===== src/rtl/fifo_wr_arbiter_pkg.sv =====
// fifo_arb_pkg: shared definitions for the FIFO write-port arbiter.
//   state_e       - FSM encoding (IDLE / BURST)
//   DEF_*         - default parameter values
//   clog2()       - index width helper, usable in parameter expressions
package fifo_arb_pkg;

  typedef enum logic {
    IDLE  = 1'b0,
    BURST = 1'b1
  } state_e;

  localparam int DEF_N_REQ     = 4;
  localparam int DEF_WIDTH     = 8;
  localparam int DEF_MAX_BURST = 4;

  // Ceiling log2, with clog2(1) = 0.
  function automatic int clog2(input int v);
    int r;
    r = 0;
    while ((1 << r) < v) r++;
    return r;
  endfunction

endpackage


===== src/rtl/fifo_wr_arbiter_if.sv =====
// fifo_wr_arbiter_if: requester bus plus FIFO write port of the arbiter.
//   req/last/data      - per-requester request, end-of-burst flag, data
//   fifo_full/almost   - FIFO backpressure
//   gnt/owner/busy     - grant state (registered)
//   fifo_wr_en/wr_data - FIFO write strobe and data
// modport master: the arbiter. modport slave: producers + FIFO side.
interface fifo_wr_arbiter_if
  import fifo_arb_pkg::*;
#(
  parameter  int N_REQ = DEF_N_REQ,
  parameter  int WIDTH = DEF_WIDTH,
  localparam int IW    = clog2(N_REQ)
) ();

  logic [N_REQ-1:0]            req;
  logic [N_REQ-1:0]            last;
  logic [N_REQ-1:0][WIDTH-1:0] data;
  logic                        fifo_full;
  logic                        fifo_almost_full;
  logic [N_REQ-1:0]            gnt;
  logic [IW-1:0]               owner;
  logic                        busy;
  logic                        fifo_wr_en;
  logic [WIDTH-1:0]            fifo_wr_data;

  modport master (
    input  req, last, data, fifo_full, fifo_almost_full,
    output gnt, owner, busy, fifo_wr_en, fifo_wr_data
  );

  modport slave (
    output req, last, data, fifo_full, fifo_almost_full,
    input  gnt, owner, busy, fifo_wr_en, fifo_wr_data
  );

endinterface


===== src/rtl/fifo_wr_arbiter_rr_pick.sv =====
// rr_pick: combinational round-robin selector.
//   req        - request vector
//   last_owner - previous winner; search starts at last_owner+1 (mod N_REQ)
//   valid      - some request is set
//   winner     - index of the first set request in rotated order
module rr_pick
  import fifo_arb_pkg::*;
#(
  parameter  int N_REQ = DEF_N_REQ,
  localparam int IW    = clog2(N_REQ)
) (
  input  logic [N_REQ-1:0] req,
  input  logic [IW-1:0]    last_owner,
  output logic             valid,
  output logic [IW-1:0]    winner
);

  logic [IW-1:0] idx;

  // Walk from farthest to nearest so the nearest set bit is written last.
  always_comb begin
    valid  = 1'b0;
    winner = '0;
    idx    = '0;
    for (int i = N_REQ; i >= 1; i--) begin
      idx = IW'((int'(last_owner) + i) % N_REQ);
      if (req[idx]) begin
        valid  = 1'b1;
        winner = idx;
      end
    end
  end

endmodule


===== src/rtl/fifo_wr_arbiter.sv =====
// fifo_wr_arbiter: round-robin arbiter sharing one FIFO write port among
// N_REQ requesters, with bursts of up to MAX_BURST beats per grant.
//   clk   - write-side clock
//   rst_n - synchronous active-low reset
//   bus   - fifo_wr_arbiter_if.master (requests, backpressure, grant, write)
module fifo_wr_arbiter
  import fifo_arb_pkg::*;
#(
  parameter int N_REQ     = DEF_N_REQ,
  parameter int WIDTH     = DEF_WIDTH,
  parameter int MAX_BURST = DEF_MAX_BURST
) (
  input logic                clk,
  input logic                rst_n,
  fifo_wr_arbiter_if.master  bus
);

  localparam int IW = clog2(N_REQ);
  localparam int BW = clog2(MAX_BURST) + 1;

  state_e           state;
  logic [N_REQ-1:0] gnt_q;
  logic [IW-1:0]    owner;
  logic [IW-1:0]    last_owner;
  logic [BW-1:0]    beat_cnt;
  logic             busy_q;

  logic             accept;
  logic             release_b;
  logic [N_REQ-1:0] pick_req;
  logic [IW-1:0]    pick_ptr;
  logic             pick_valid;
  logic [IW-1:0]    pick_winner;
  logic [N_REQ-1:0] pick_oh;
  logic             grant_ok;
  logic [WIDTH-1:0] wr_data;

  assign accept = (state == BURST) && bus.req[owner] && !bus.fifo_full;

  // Release on the final accepted beat (last or cap), or when the owner
  // withdraws its request (no beat written that cycle).
  assign release_b = (state == BURST) &&
                     ((accept && (bus.last[owner] ||
                                  beat_cnt == BW'(MAX_BURST - 1))) ||
                      !bus.req[owner]);

  // A beat flagged last completes the owner's transaction, so its still-high
  // req that cycle belongs to the finished burst and must not re-win. A cap
  // release leaves the owner eligible (it may be the only requester).
  assign pick_req = bus.req & ~((accept && bus.last[owner]) ? gnt_q : '0);

  // Re-arbitration at release searches from the current owner, which is the
  // value last_owner takes on that same edge.
  assign pick_ptr = (state == BURST) ? owner : last_owner;

  rr_pick #(.N_REQ(N_REQ)) u_pick (
    .req        (pick_req),
    .last_owner (pick_ptr),
    .valid      (pick_valid),
    .winner     (pick_winner)
  );

  assign pick_oh  = {{(N_REQ-1){1'b0}}, 1'b1} << pick_winner;
  assign grant_ok = pick_valid && !bus.fifo_almost_full;

  always_ff @(posedge clk) begin
    if (!rst_n) begin
      state      <= IDLE;
      gnt_q      <= '0;
      owner      <= '0;
      busy_q     <= 1'b0;
      beat_cnt   <= '0;
      last_owner <= IW'(N_REQ - 1);
    end else begin
      case (state)
        IDLE: begin
          if (grant_ok) begin
            state    <= BURST;
            busy_q   <= 1'b1;
            owner    <= pick_winner;
            gnt_q    <= pick_oh;
            beat_cnt <= '0;
          end else begin
            gnt_q <= '0;
          end
        end
        BURST: begin
          if (release_b) begin
            last_owner <= owner;
            beat_cnt   <= '0;
            if (grant_ok) begin
              owner <= pick_winner;
              gnt_q <= pick_oh;
            end else begin
              state  <= IDLE;
              busy_q <= 1'b0;
              gnt_q  <= '0;
            end
          end else if (accept) begin
            beat_cnt <= beat_cnt + BW'(1);
          end
        end
        default: begin
          state  <= IDLE;
          busy_q <= 1'b0;
          gnt_q  <= '0;
        end
      endcase
    end
  end

  assign wr_data = bus.data[owner];

  assign bus.gnt          = gnt_q;
  assign bus.owner        = owner;
  assign bus.busy         = busy_q;
  assign bus.fifo_wr_en   = accept;
  assign bus.fifo_wr_data = wr_data;

endmodule


===== src/flat_wrapper.sv =====
// flat-port wrapper written by rule: the top's interface ports become plain ports
module fifo_wr_arbiter_flat import fifo_arb_pkg::*;
#(
  parameter int N_REQ     = DEF_N_REQ,
  parameter int WIDTH     = DEF_WIDTH,
  parameter int MAX_BURST = DEF_MAX_BURST
)
  (clk, rst_n, bus_req, bus_last, bus_data, bus_fifo_full, bus_fifo_almost_full, bus_gnt, bus_owner, bus_busy, bus_fifo_wr_en, bus_fifo_wr_data);
  fifo_wr_arbiter_if #(.N_REQ(N_REQ), .WIDTH(WIDTH)) bus_i ();
  input logic clk;
  input logic rst_n;
  input wire logic [$bits(bus_i.req)-1:0] bus_req;
  input wire logic [$bits(bus_i.last)-1:0] bus_last;
  input wire logic [$bits(bus_i.data)-1:0] bus_data;
  input wire logic [$bits(bus_i.fifo_full)-1:0] bus_fifo_full;
  input wire logic [$bits(bus_i.fifo_almost_full)-1:0] bus_fifo_almost_full;
  output wire logic [$bits(bus_i.gnt)-1:0] bus_gnt;
  output wire logic [$bits(bus_i.owner)-1:0] bus_owner;
  output wire logic [$bits(bus_i.busy)-1:0] bus_busy;
  output wire logic [$bits(bus_i.fifo_wr_en)-1:0] bus_fifo_wr_en;
  output wire logic [$bits(bus_i.fifo_wr_data)-1:0] bus_fifo_wr_data;
  assign bus_i.req = bus_req;
  assign bus_i.last = bus_last;
  assign bus_i.data = bus_data;
  assign bus_i.fifo_full = bus_fifo_full;
  assign bus_i.fifo_almost_full = bus_fifo_almost_full;
  assign bus_gnt = bus_i.gnt;
  assign bus_owner = bus_i.owner;
  assign bus_busy = bus_i.busy;
  assign bus_fifo_wr_en = bus_i.fifo_wr_en;
  assign bus_fifo_wr_data = bus_i.fifo_wr_data;
  fifo_wr_arbiter #(.N_REQ(N_REQ), .WIDTH(WIDTH), .MAX_BURST(MAX_BURST)) u_core (.clk(clk), .rst_n(rst_n), .bus(bus_i));
endmodule

===== config.mk =====
export PLATFORM = sky130hd
export DESIGN_NAME = fifo_wr_arbiter_flat
export DESIGN_NICKNAME = d
export VERILOG_FILES = /design/src/rtl/fifo_wr_arbiter_pkg.sv /design/src/rtl/fifo_wr_arbiter_if.sv /design/src/rtl/fifo_wr_arbiter_rr_pick.sv /design/src/rtl/fifo_wr_arbiter.sv /design/src/flat_wrapper.sv
export SDC_FILE = /design/constraint.sdc
export NUM_CORES = 1
export LEC_CHECK = 0
export ABC_CLOCK_PERIOD_IN_PS = 6550
export BUFFER_PORTS_ARGS = -buffer_cell sky130_fd_sc_hd__buf_2
export CAP_MARGIN = 30
export CELL_PAD_IN_SITES_DETAIL_PLACEMENT = 1
export CELL_PAD_IN_SITES_GLOBAL_PLACEMENT = 2
export CORE_MARGIN = 4
export CORE_UTILIZATION = 27
export DETAILED_ROUTE_END_ITERATION = 16
export GPL_ROUTABILITY_DRIVEN = 0
export PLACE_DENSITY = 0.92
export SYNTH_ARGS = -nofsm -noshare
export SYNTH_HDL_FRONTEND = slang
export SYNTH_SLANG_ARGS = --single-unit

===== constraint.sdc =====
create_clock -name clk -period 6.55 [get_ports clk]
set_input_delay 0.655 -clock clk [delete_from_list [all_inputs] [get_ports clk]]
set_output_delay 0.655 -clock clk [all_outputs]
set_load 0.01 [all_outputs]

## Word level (Yosys, flattened, before mapping)

Cells that the tools add are included.

| storage, ports and cells | value |
|---|---|
| flip-flop bits (word level) | 13 |
| latch bits | 0 |
| bits in writable memories | 0 |
| bits in read-only memories | 0 |
| input bits | 44 |
| output and inout port bits | 16 |
| word-level logic and storage cells | 80 |
| memories | 0 |

| operators by class | value |
|---|---|
| add/sub/neg operators | 5 |
| multiply operators | 0 |
| div/mod/pow operators | 0 |
| order comparisons | 5 |
| equality and inequality tests | 5 |
| shift operators | 1 |
| multiplexer cells | 41 |
| bitwise logic cells | 3 |
| reductions and logical operators | 14 |

Operators by type and width:

| operator | count |
|---|---|
| binary-select mux 8 bit (select 2 bit) | 1 |
| < comparator 2 x 3 -> 1 bit, second input constant | 5 |
| two-way mux 1 bit | 15 |
| two-way mux 2 bit | 7 |
| binary-select mux 1 bit (select 2 bit) | 6 |
| two-way mux 4 bit | 3 |
| two-way mux 3 bit | 3 |
| two-way mux 8 bit | 1 |
| one-hot mux 4 bit (2 select lines) | 1 |
| logical AND 1 bit | 6 |
| one-hot mux 3 bit (2 select lines) | 1 |
| adder 2 x 1 -> 2 bit, second input constant | 2 |
| adder 2 bit, second input constant | 2 |
| bitwise AND 4 bit | 1 |
| != test 2 bit, second input constant | 2 |
| NOT 4 bit | 1 |
| one-hot mux 1 bit (2 select lines) | 2 |
| one-hot mux 2 bit (2 select lines) | 1 |
| AND reduction 2 bit | 2 |
| << shifter 1 x 2 -> 4 bit, first input constant | 1 |
| adder 3 x 1 -> 3 bit, second input constant | 1 |
| equality test 3 x 2 -> 1 bit, second input constant | 1 |
| logical NOT 1 bit | 3 |
| != test 3 bit, second input constant | 1 |
| 4 further kinds | 5 |

## Depth between registers and ports, before layout

| logic depth | value |
|---|---|
| depth in word-level cells | 18 |
| gate-level depth with buffers | 8 |

## Hierarchy

From an unflattened synthesis, not the netlist that was laid out.

| unflattened totals | value |
|---|---|
| cell total of the unflattened synthesis | 108 |
| area total of the unflattened synthesis | 1,026.0 µm² |

By module, submodules not included:

| module | instances | cells each | area each (µm²) | seq. area each (µm²) |
|---|---|---|---|---|
| fifo_wr_arbiter | 1 | 94 | 934.6 | 260.2 |
| rr_pick | 1 | 14 | 91.3 | 0.0 |

## Worst setup path after synthesis

No wires, ideal clock.

| path | value |
|---|---|
| path type | input to register |
| start | in bus_fifo_full |
| end | reg u_core.gnt_q[0], in the netlist u_core.bus.gnt[0] |
| library setup time | 93 ps |
| data arrival time | 2,318 ps |
| slack | 4,140 ps |
| stages on the path | 7 |
| buffers on the path | 0 |
| path through | or3b_1 o22a_4 clkinv_4 a31oi_2 o221a_1 or4_1 o32ai_1 |

| on the way | value |
|---|---|
| longest elaborated chain between the ends | 16 |
| elaborated cells between the ends (all ways) | 31 |
| classes of those cells | 1 x eq/ne; 1 x shift; 20 x mux; 2 x bitwise; 7 x reduce/logical |

RTL lines:

| item | RTL line | source |
|---|---|---|
| start: declaration | flat_wrapper.sv:15 | `input wire logic [$bits(bus_i.fifo_full)-1:0] bus_fifo_full;` |
| logical NOT 1 bit * | fifo_wr_arbiter.sv:38 | `assign accept = (state == BURST) && bus.req[owner] && !bus.fifo_full;` |
| logical AND 1 bit * | fifo_wr_arbiter.sv:38 |  |
| via bus_fifo_wr_en | flat_wrapper.sv:20 | `output wire logic [$bits(bus_i.fifo_wr_en)-1:0] bus_fifo_wr_en;` |
| logical AND 1 bit | fifo_wr_arbiter.sv:50 | `assign pick_req = bus.req & ~((accept && bus.last[owner]) ? gnt_q : '0);` |
| two-way mux 4 bit | fifo_wr_arbiter.sv:50 |  |
| NOT 4 bit | fifo_wr_arbiter.sv:50 |  |
| bitwise AND 4 bit | fifo_wr_arbiter.sv:50 |  |
| binary-select mux 1 bit (select 2 bit) | fifo_wr_arbiter_rr_pick.sv:27 | `if (req[idx]) begin` |
| two-way mux 1 bit (implied by the code) | fifo_wr_arbiter_rr_pick.sv:27 |  |
| two-way mux 2 bit / two-way mux 1 bit (equally long branches) (4 in a row) | fifo_wr_arbiter_rr_pick.sv:27 |  |
| << shifter 1 x 2 -> 4 bit / logical AND 1 bit (equally long branches) | fifo_wr_arbiter.sv:63, fifo_wr_arbiter.sv:64 |  |
| two-way mux 4 bit | fifo_wr_arbiter.sv:77, fifo_wr_arbiter.sv:91 |  |
| two-way mux 4 bit | fifo_wr_arbiter.sv:88 | `if (release_b) begin` |
| one-hot mux 4 bit (2 select lines) | fifo_wr_arbiter.sv:75 | `case (state)` |
| end signal: assignment | fifo_wr_arbiter.sv:81 | `gnt_q <= pick_oh;` |
| end signal: assignment | fifo_wr_arbiter.sv:93 | `gnt_q <= pick_oh;` |
| end: declaration | fifo_wr_arbiter.sv:22 | `logic [N_REQ-1:0] gnt_q;` |

Mark *: on every way through the listed nets, which the timed path passes. The rest lies on a longest branch. The select of a mux whose other input is x is not followed.
A chain may end at the register's enable or synchronous reset.

## Final worst setup path

| path | value |
|---|---|
| start | reg u_core.owner[0], in the netlist u_core.bus.owner[0] |
| end | reg u_core.gnt_q[3], in the netlist u_core.bus.gnt[3] |

| on the way | value |
|---|---|
| longest elaborated chain between the ends | 18 |
| elaborated cells between the ends (all ways) | 42 |
| classes of those cells | 4 x add/sub; 1 x eq/ne; 1 x shift; 25 x mux; 2 x bitwise; 9 x reduce/logical |

RTL lines:

| item | RTL line | source |
|---|---|---|
| start: declaration | fifo_wr_arbiter.sv:23 | `logic [IW-1:0] owner;` |
| start signal: assignment | fifo_wr_arbiter.sv:80 | `owner <= pick_winner;` |
| start signal: assignment | fifo_wr_arbiter.sv:92 | `owner <= pick_winner;` |
| binary-select mux 1 bit (select 2 bit) | fifo_wr_arbiter.sv:38, fifo_wr_arbiter.sv:45 |  |
| two-way mux 1 bit (implied by the code) | fifo_wr_arbiter.sv:38, fifo_wr_arbiter.sv:45 |  |
| logical AND 1 bit (2 in a row) | fifo_wr_arbiter.sv:38 |  |
| logical AND 1 bit | fifo_wr_arbiter.sv:50 |  |
| two-way mux 4 bit | fifo_wr_arbiter.sv:50 |  |
| NOT 4 bit | fifo_wr_arbiter.sv:50 |  |
| bitwise AND 4 bit | fifo_wr_arbiter.sv:50 |  |
| binary-select mux 1 bit (select 2 bit) | fifo_wr_arbiter_rr_pick.sv:27 |  |
| two-way mux 1 bit (implied by the code) | fifo_wr_arbiter_rr_pick.sv:27 |  |
| two-way mux 2 bit / two-way mux 1 bit (equally long branches) (4 in a row) | fifo_wr_arbiter_rr_pick.sv:27 |  |
| << shifter 1 x 2 -> 4 bit / logical AND 1 bit (equally long branches) | fifo_wr_arbiter.sv:63, fifo_wr_arbiter.sv:64 |  |
| two-way mux 4 bit | fifo_wr_arbiter.sv:77, fifo_wr_arbiter.sv:91 |  |
| two-way mux 4 bit | fifo_wr_arbiter.sv:88 |  |
| one-hot mux 4 bit (2 select lines) | fifo_wr_arbiter.sv:75 |  |

Parallel ways exist; a longest one is shown, timed or not. The select of a mux whose other input is x is not followed.

==> flow_summary.toml <==
[cts]
ctsResizeCount = 0
clockBufferDepth = 2
cts_setup_buffers = 0
hold_buffers = 0
cts_made_buffers = 3
clkTransAtPathRegs_ns = 0.06
cts_tree = "done"
cts_htree_levels = 1
clk_latency_ns = 0.25
clockRootBuffer = "clkbuf_8"
cts_sinks = 13

[route]
vias_per_cell = 5.59
drtPass1Iterations = 4
ant_nets = 0
drt_first_iter_violations = 25
routedWlPerCell_um = 17.8
wl_um = 3950
drc = 0
vias = 1240

[synthesis]
synth_seq_cells = 13
ys.flop_type = "dfxtp_1"
synth.avg_cell_area_um2 = 9.82
synth.area.top_cells = "dfxtp_1 23%, mux4_2 18%, mux2i_1 7.0%"
yosys.area.top_type = "dfxtp_1"
synth_nets = 162
synth-warning-count = 0
yosysMostFrequentCell = "dfxtp_1"
synth_commonest_cells = "13 x dfxtp_1, 10 x inv_1, 9 x mux4_2, 9 x nand2_1, 8 x mux2i_1"
synth_top_area_share_pct = 22.9
synth-edff-count = 0
syn-cell-area_um2 = 1140
seq_area_frac_synth_pct = 22.9
async_reset_ff_share_pct = 0
ys_types = 42
synthCells = 116

[worst_setup_path]
worst_path_largest_cell_delay_ns = 0.88
cp_slowest_cell = "dfxtp_1"
crit_path_start_kind = "register"
cp_num_buf_inv = 0
setup.worst_path.class = "reg2reg"
cp_top_family = "flip-flops"
r2r_setup_slack_ns = 3.65
crit_path_max_fanout = 18
arrival_ns = 3.06
end_kind = "register"
worstPathRequired_ns = 6.71
path_cells = "mux4_2, a311o_1, a21boi_1, or4_4, o31ai_2"

[sta]
slew-limit-headroom_pct = 42.6
worst_pin_slew_ns = 0.859
finalHoldViolCount = 0
tns_ns = 0
hold_ws_ns = 0.496
skew_ns = 0.00325
fin_crit_ns = 2.90
slew_viol_final = 0
clock.fmax_mhz = 345
min_period_over_period_pct = 44.3
finalSetupViolations = 0
rsz0062_at_grt = "false"

[place]
post-place-cells = 218
dp_hpwl_um = 3350
io_buffers = 59

[grt]
antenna_found_initial = 0
grt_overflow = 0
grt_max_degree = 19
grt_pass1_vias = 1266
grt.total_usage_pct = 15.3
grt_pass1_wl_um = 6310

[worst_hold_path]
hold_class = "reg2reg"

[layout]
drive_above_1_share_pct = 47.7
nNetsFinal = 219
finish.utilization_pct = 37.4
n_antenna_cell = 0
area_delta_synth_final_pct = 32.2
fin_cells = 222

[pwr]
ir_drop_mv = 0.0714
power_density_nw_per_um2 = 176
p_leak_nw = 0.626

[run_status]
status = "finished clean"

[die]
rows = 23
chipHeight_um = 72.9
ios = 60
die-area_um2 = 5320
start_util_pct = 28.3
die_width_um = 72.9
core-area_um2 = 4030

[job]
drv_cap = 0
## per-layer routing
| layer | up-vias | track usage [%] | wire length (um) |
|---|---|---|---|
| met5 | - | 0 | 0 |
| met4 | 0 | 5.94 | 87 |
| met3 | 10 | 4.13 | 425 |
| met2 | 62 | 28.0 | 1990 |
| met1 | 590 | 16.7 | 1450 |
| li1 | 578 | - | - |
## worst min-delay path, cell delays in order (launching register included)
cell      delay, ns
dfxtp_1        0.31
o211ai_1       0.08
a21oi_1        0.07
## kinds of logic (layout without fill, tap and decap cells)
logic type,Yosys count,count (layout),synth area share [%]
multiplexers,18,18,25.8
AND/OR/NAND/NOR,26,26,12.2
flip-flops,13,13,22.9
buffers and inverters,18,74,7.25
adder cells (fa/ha/maj),2,2,2.20
AO/OA/AOI/OAI,39,39,29.7
## stage by stage
step | setup slack [ns] | total power [W] | cell area, um^2
after floorplan | 4.14 | 0.000157 | 1140
after global placement | 3.75 | 0.000189 | 1460
after detailed placement | 3.64 | 0.000193 | 1460
after CTS | 3.61 | 0.000267 | 1510
after global routing | 3.36 | 0.000281 | 1510
final | 3.65 | 0.000266 | 1510
## placed cells by master, fill, tap and decap left out, drive strengths merged, types with 3 or more instances in the layout
| cell | n |
|---|---|
| buf | 59 |
| dfxtp | 13 |
| inv | 10 |
| mux4 | 9 |
| nand2 | 9 |
| mux2i | 8 |
| a21oi | 7 |
| o211ai | 5 |
| o31ai | 5 |
| nand3 | 4 |
| clkbuf | 4 |
| a31oi | 4 |
| nor3 | 3 |
| o41ai | 3 |
## path summary, 6_finish.rpt
| path | to | depth (start not counted) | startpoint |
|---|---|---|---|
| setup / recovery | u_core.bus.gnt[3] | 5 | u_core.bus.owner[0] |
| hold / removal | u_core.beat_cnt[2] | 2 | u_core.beat_cnt[2] |
| setup reg to reg | u_core.bus.gnt[3] | 5 | u_core.bus.owner[0] |
| hold reg to reg | u_core.beat_cnt[2] | 2 | u_core.beat_cnt[2] |
## layout make-up
type	instances	area, um^2
fillers	497	2520
repair buffers	59	295
multi-input cells	85	796
well taps	50	62.6
flip-flops and latches	13	260
inverters	11	46.3
clock buffers	4	45.0
## report_power, final
| part | leakage [nW] | internal (W) | total (W) | switching [W] |
|---|---|---|---|---|
| Sequential | 0.106 | 0.0000845 | 0.0000975 | 0.0000130 |
| Clock | 0.0228 | 0.0000431 | 0.0000748 | 0.0000317 |
| Combinational | 0.497 | 0.0000466 | 0.0000932 | 0.0000465 |
| Total | 0.626 | 0.000174 | 0.000266 | 0.0000913 |
## state kept, by name, indices dropped and copies added, names as in the netlist
register and cells:
u_core.bus.gnt 4, u_core.beat_cnt 3, u_core.bus.owner 2, u_core.last_owner 2
u_core.bus.busy 1, u_core.state 1
Note: power is estimated with default switching activity, not from simulation.
